<file path="src/rtl/pwm_rampa_motor.sv">
// Motor PWM stage: slews the applied duty toward the one-hot speed level selected
// by the ramp-start FSM, one step every RAMP_PERIODS PWM periods; multi-hot forces a stop.
module pwm_rampa_motor #(
    parameter int W            = 8,
    parameter int PERIOD       = 100,
    parameter int DUTY_30      = 30,
    parameter int DUTY_50      = 50,
    parameter int DUTY_100     = 100,
    parameter int STEP         = 5,
    parameter int RAMP_PERIODS = 4
) (
    input  logic         clk,
    input  logic         reset,
    input  logic         in_30,
    input  logic         in_50,
    input  logic         in_100,
    output logic         pwm_out,
    output logic [W-1:0] duty_actual,
    output logic         rampa_activa,
    output logic         falla,
    output logic [2:0]   estado
);

    localparam int RW = (RAMP_PERIODS > 1) ? $clog2(RAMP_PERIODS) : 1;
    localparam int WX = W + 1;

    typedef enum logic [2:0] {
        REPOSO   = 3'd0,
        SUBIENDO = 3'd1,
        BAJANDO  = 3'd2,
        ESTABLE  = 3'd3,
        FALLA    = 3'd4
    } state_t;

    logic [2:0]    r_sel;
    logic [W-1:0]  r_cnt;
    logic [RW-1:0] r_rdiv;
    logic [W-1:0]  r_duty;
    logic          r_pwm;
    logic          r_falla;
    state_t        r_estado;

    logic          w_fault;
    logic          w_period_end;
    logic          w_tick;
    logic [W-1:0]  w_tgt;
    logic [W-1:0]  w_up;
    logic [W-1:0]  w_down;
    logic [WX-1:0] w_sum;
    logic [WX-1:0] w_diff;

    assign w_fault = (r_sel[0] & r_sel[1]) | (r_sel[0] & r_sel[2]) | (r_sel[1] & r_sel[2]);

    always_comb begin
        // NOTE: default assigned first so every path drives w_tgt and no latch is inferred.
        w_tgt = '0;
        case (r_sel)
            3'b001:  w_tgt = W'(DUTY_30);
            3'b010:  w_tgt = W'(DUTY_50);
            3'b100:  w_tgt = W'(DUTY_100);
            default: w_tgt = '0;
        endcase
    end

    assign w_period_end = (r_cnt == W'(PERIOD - 1));
    assign w_tick       = w_period_end && (r_rdiv == RW'(RAMP_PERIODS - 1));

    // One extra bit catches overflow on the way up and borrow on the way down.
    assign w_sum  = {1'b0, r_duty} + WX'(STEP);
    assign w_diff = {1'b0, r_duty} - WX'(STEP);
    assign w_up   = (w_sum > {1'b0, w_tgt}) ? w_tgt : w_sum[W-1:0];
    assign w_down = (w_diff[W] || (w_diff[W-1:0] < w_tgt)) ? w_tgt : w_diff[W-1:0];

    always_ff @(posedge clk or posedge reset) begin
        if (reset) begin
            r_sel  <= '0;
            r_cnt  <= '0;
            r_rdiv <= '0;
            r_pwm  <= 1'b0;
        end else begin
            // NOTE: non-blocking assignments so every register samples pre-edge values.
            r_sel <= {in_100, in_50, in_30};
            r_cnt <= w_period_end ? '0 : r_cnt + 1'b1;
            if (w_period_end) begin
                r_rdiv <= (r_rdiv == RW'(RAMP_PERIODS - 1)) ? '0 : r_rdiv + 1'b1;
            end
            r_pwm <= (r_cnt < r_duty);
        end
    end

    always_ff @(posedge clk or posedge reset) begin
        if (reset) begin
            r_duty   <= '0;
            r_falla  <= 1'b0;
            r_estado <= REPOSO;
        end else if (w_fault) begin
            r_duty   <= '0;
            r_falla  <= 1'b1;
            r_estado <= FALLA;
        end else if (r_estado == FALLA) begin
            r_falla  <= 1'b0;
            r_estado <= REPOSO;
        end else begin
            r_falla <= 1'b0;
            // Duty only moves on a tick, which always coincides with a period boundary.
            if (w_tick) begin
                if (r_duty < w_tgt) begin
                    r_duty <= w_up;
                end else if (r_duty > w_tgt) begin
                    r_duty <= w_down;
                end
            end
            if (w_tgt > r_duty) begin
                r_estado <= SUBIENDO;
            end else if (w_tgt < r_duty) begin
                r_estado <= BAJANDO;
            end else if (r_duty != '0) begin
                r_estado <= ESTABLE;
            end else begin
                r_estado <= REPOSO;
            end
        end
    end

    assign pwm_out      = r_pwm;
    assign duty_actual  = r_duty;
    assign falla        = r_falla;
    assign estado       = r_estado;
    assign rampa_activa = (r_estado == SUBIENDO) || (r_estado == BAJANDO);

endmodule

</file>
<file path="config.mk">
export PLATFORM = sky130hd
export DESIGN_NAME = pwm_rampa_motor
export DESIGN_NICKNAME = d
export VERILOG_FILES = /design/src/rtl/pwm_rampa_motor.sv
export SDC_FILE = /design/constraint.sdc
export NUM_CORES = 1
export LEC_CHECK = 0
export CAP_MARGIN = 0
export CORE_AREA = 2 2 86 64
export CTS_CLUSTER_DIAMETER = 50
export DETAILED_ROUTE_END_ITERATION = 16
export DIE_AREA = 0 0 88 66
export HOLD_SLACK_MARGIN = 0.06
export PLACE_DENSITY = 0.66
export SKIP_CTS_REPAIR_TIMING = 1
export SLEW_MARGIN = 15
export SYNTH_ARGS = -nofsm -noshare
export SYNTH_HDL_FRONTEND = slang
export SYNTH_SLANG_ARGS = --single-unit
</file>
<file path="constraint.sdc">
create_clock -name clk -period 3.19 [get_ports clk]
set_input_delay 0.638 -clock clk [delete_from_list [all_inputs] [get_ports clk]]
set_output_delay 0.638 -clock clk [all_outputs]
set_load 0.02 [all_outputs]
</file>
==> results.ini <==
[setup_path]
critPathArrivalTime_ns=3.31
worst-setup-path-type=flip-flop to flip-flop
timing.rr.start=duty_actual[0]
critical_path_maximum_fanout=3
worst_ep_required_ns=3.35
cp-start-kind=flip-flop
startpoint=duty_actual[0]
sort_of_element_at_the_end_of_the_critical_path=flip-flop

[power_and_ir_drop]
power.ir.vdd_worst_mv=0.190
power.density_nw_per_um2=246
total_leakage_power_nw=1.20

[synth]
post-synth-top-count-cell=nor2_1
synth_cell_types=53
ys_ff_latch=25
synth_edf_count=0
synthCells=245
synth_async_sr_flop_share=1.00
syn_area_um2=2170
syn_area_per_cell_um2=8.86
synth_ff_type=dfrtp_1
synthesis.yosys.warnings=0
yosys.area.top_type_share=0.288
synth.net_count=276
synth.top_cells.by_count=28 x nor2_1, 26 x ha_1, 25 x dfrtp_1
seq_area_frac_synth=0.288
synthTopCellsByArea=dfrtp_1 29%, ha_1 15%, xnor2_1 6.5%
yosysTopAreaCell=dfrtp_1

[final_layout]
final.fill_count=451
layout.cell_area.non_filler_um2=2810
fin_nets=322
layoutNonFillerInstCount=362
num_antenna_cells=0
share_of_layout_cells_above_drive_strength_1=0.241
syn2layout_area_growth_pct=29.4

[drt]
detail_route.first_pass.iterations=4
drt_iter0_markers=137
antenna_violating_nets_remaining=0
drt_wl_total_um=5870
routed_wire_length_per_instance_um=16.2
drc_errors_left=0
drt-vias-per-instance=5.49
detailroute.via_count=1989

[cts]
htree_num_levels=1
path_clk_slew_ns=0.08
clockBufferDepth=2
cts.sinks=25
clock_tree.root_cell=clkbuf_8
cts_made_buffers=3
clock_latency_ns=0.27
tritoncts=built

[sta]
final-hold-violation-count=0
period_share=0.989
worst_hold_slack_ns=0.505
timing_max_transition_violations_final=0
max_freq_mhz=317
setup-violations-final=0
fin_crit_ns=3.15
final.setup.worst_slack_ns=0.0355
grt_setup_unrepaired=yes
relSlewSlack=0.601
transition_time_at_the_pin_with_the_least_slew_margin_ns=0.598
timing.setup.tns_ns=0
finalClockSkew_ns=0.00823

[placement]
place_hpwl_um=4500
gp_routability_congestion=0.924
placed_cells_incl_taps=353
dpl-instance-area_um2=2590
dp_worst_setup_slack_ns=0.0195
port_buffers=18

[global_routing]
wire_length_of_the_first_global_routing_pass_um=9320
grt_usage=0.210
largest_net_degree_at_the_start_of_global_routing=15
first_global_vias=1826
antenna_found_initial=0
grt.overflow.total=0

[floorplanning]
chipHeight_um=66
start_util=0.435
design.die.area_um2=5810
ios=19
floorplan.rows=22
floorplan.core_area_um2=4980
fp.dieW_um=88

[run_status]
run_status=complete, no violations

[min_path]
hold_path_class=flip-flop to flip-flop
timing.hold.worst.start=r_cnt[0]

[job]
max_cap_violations=0

[metal layers]
layer	part of all wire	up-vias	global-route usage	wire (µm)
met3	0.068	6	0.0462	401
met2	0.43	66	0.289	2500
li1	-	976	-	-
met1	0.50	941	0.333	2930
met5	0	-	0	0
met4	0.0061	0	0.0346	36
[final timing paths]
| kind | to | slack (ns) | depth (start not counted) |
|---|---|---|---|
| setup / recovery | duty_actual[1] | 0.04 | 15 |
| hold / removal | r_cnt[0] | 0.50 | 1 |
| setup reg to reg | duty_actual[1] | 0.04 | 15 |
| hold reg to reg | r_cnt[0] | 0.50 | 1 |
| max in group asynchronous | duty_actual[7] | 1.88 | 3 |
| min in group asynchronous | duty_actual[3] | 0.72 | 2 |
[worst max-delay path, cell delays in order, from the launching register on]
cell and delay [ns]:
dfrtp_2 0.43, buf_6 0.13, buf_6 0.11, o21ai_4 0.17, nand2_2 0.10, nor2_4 0.14, xnor2_2 0.10, ha_1 0.35
nand3_2 0.10, a311oi_2 0.31, nor4b_2 0.09, a311o_1 0.40, nor2_1 0.15, buf_4 0.13, o211ai_1 0.08, a32o_1 0.26
[report_power, final]
part	total (mW)	switching (mW)	internal (mW)	leakage (nW)
clock network	0.190	0.100	0.0895	0.0228
registers	0.327	0.00531	0.322	0.321
logic	0.172	0.0932	0.0788	0.859
[sequential cells by signal, summed over array words and instances, names as in the netlist]
register and count:
duty_actual 8, r_cnt 8, pwm_out 1, r_rdiv 2, estado 3, r_sel 3
[stage by stage]
stage | power, mW | utilization
floorplan | 0.436 | -
global placement | 0.499 | 0.520
detailed placement | 0.499 | 0.520
CTS | 0.691 | 0.529
global route | 0.729 | 0.563
finish | 0.689 | 0.563
[cell type report]
class | count | area, µm² | share of cell area
clock buffers | 4 | 45.0 | 0.0160
inverters | 21 | 78.8 | 0.0281
repair buffers | 52 | 447 | 0.159
well taps | 72 | 90.1 | 0.0321
multi-input cells | 188 | 1520 | 0.541
flip-flops and latches | 25 | 628 | 0.224
[cells in the final DEF (no fill, tap or decap), types with 4 or more instances in the layout]
cell type	Yosys	routed
nor2_2	1	4
a221o_1	5	5
a21oi_1	16	14
nor3_1	7	7
nand3_1	6	5
xnor2_1	16	14
inv_1	18	17
o21a_1	4	4
buf_4	2	31
ha_1	26	23
inv_2	3	4
nor4_1	7	7
dfrtp_1	25	23
a21o_1	4	4
nand2_1	12	11
o21ai_0	5	4
a211oi_1	4	4
clkdlybuf4s50_1	0	18
nand4_1	4	4
o31ai_1	4	4
nor2_1	28	22
[cell families (layout without fill, tap and decap cells)]
kind of cell / after synthesis / in the layout / share of synthesized area
DFF: 25 / 25 / 0.288
xor gates and xnor gates: 19 / 19 / 0.0888
AOI/OAI and AO/OA: 59 / 59 / 0.195
adders and majority gates: 27 / 27 / 0.155
buffers and inverters: 32 / 77 / 0.0692
and+or+nand+nor: 78 / 78 / 0.178
muxes: 5 / 5 / 0.0265
Note: power is estimated with default switching activity, not from simulation.
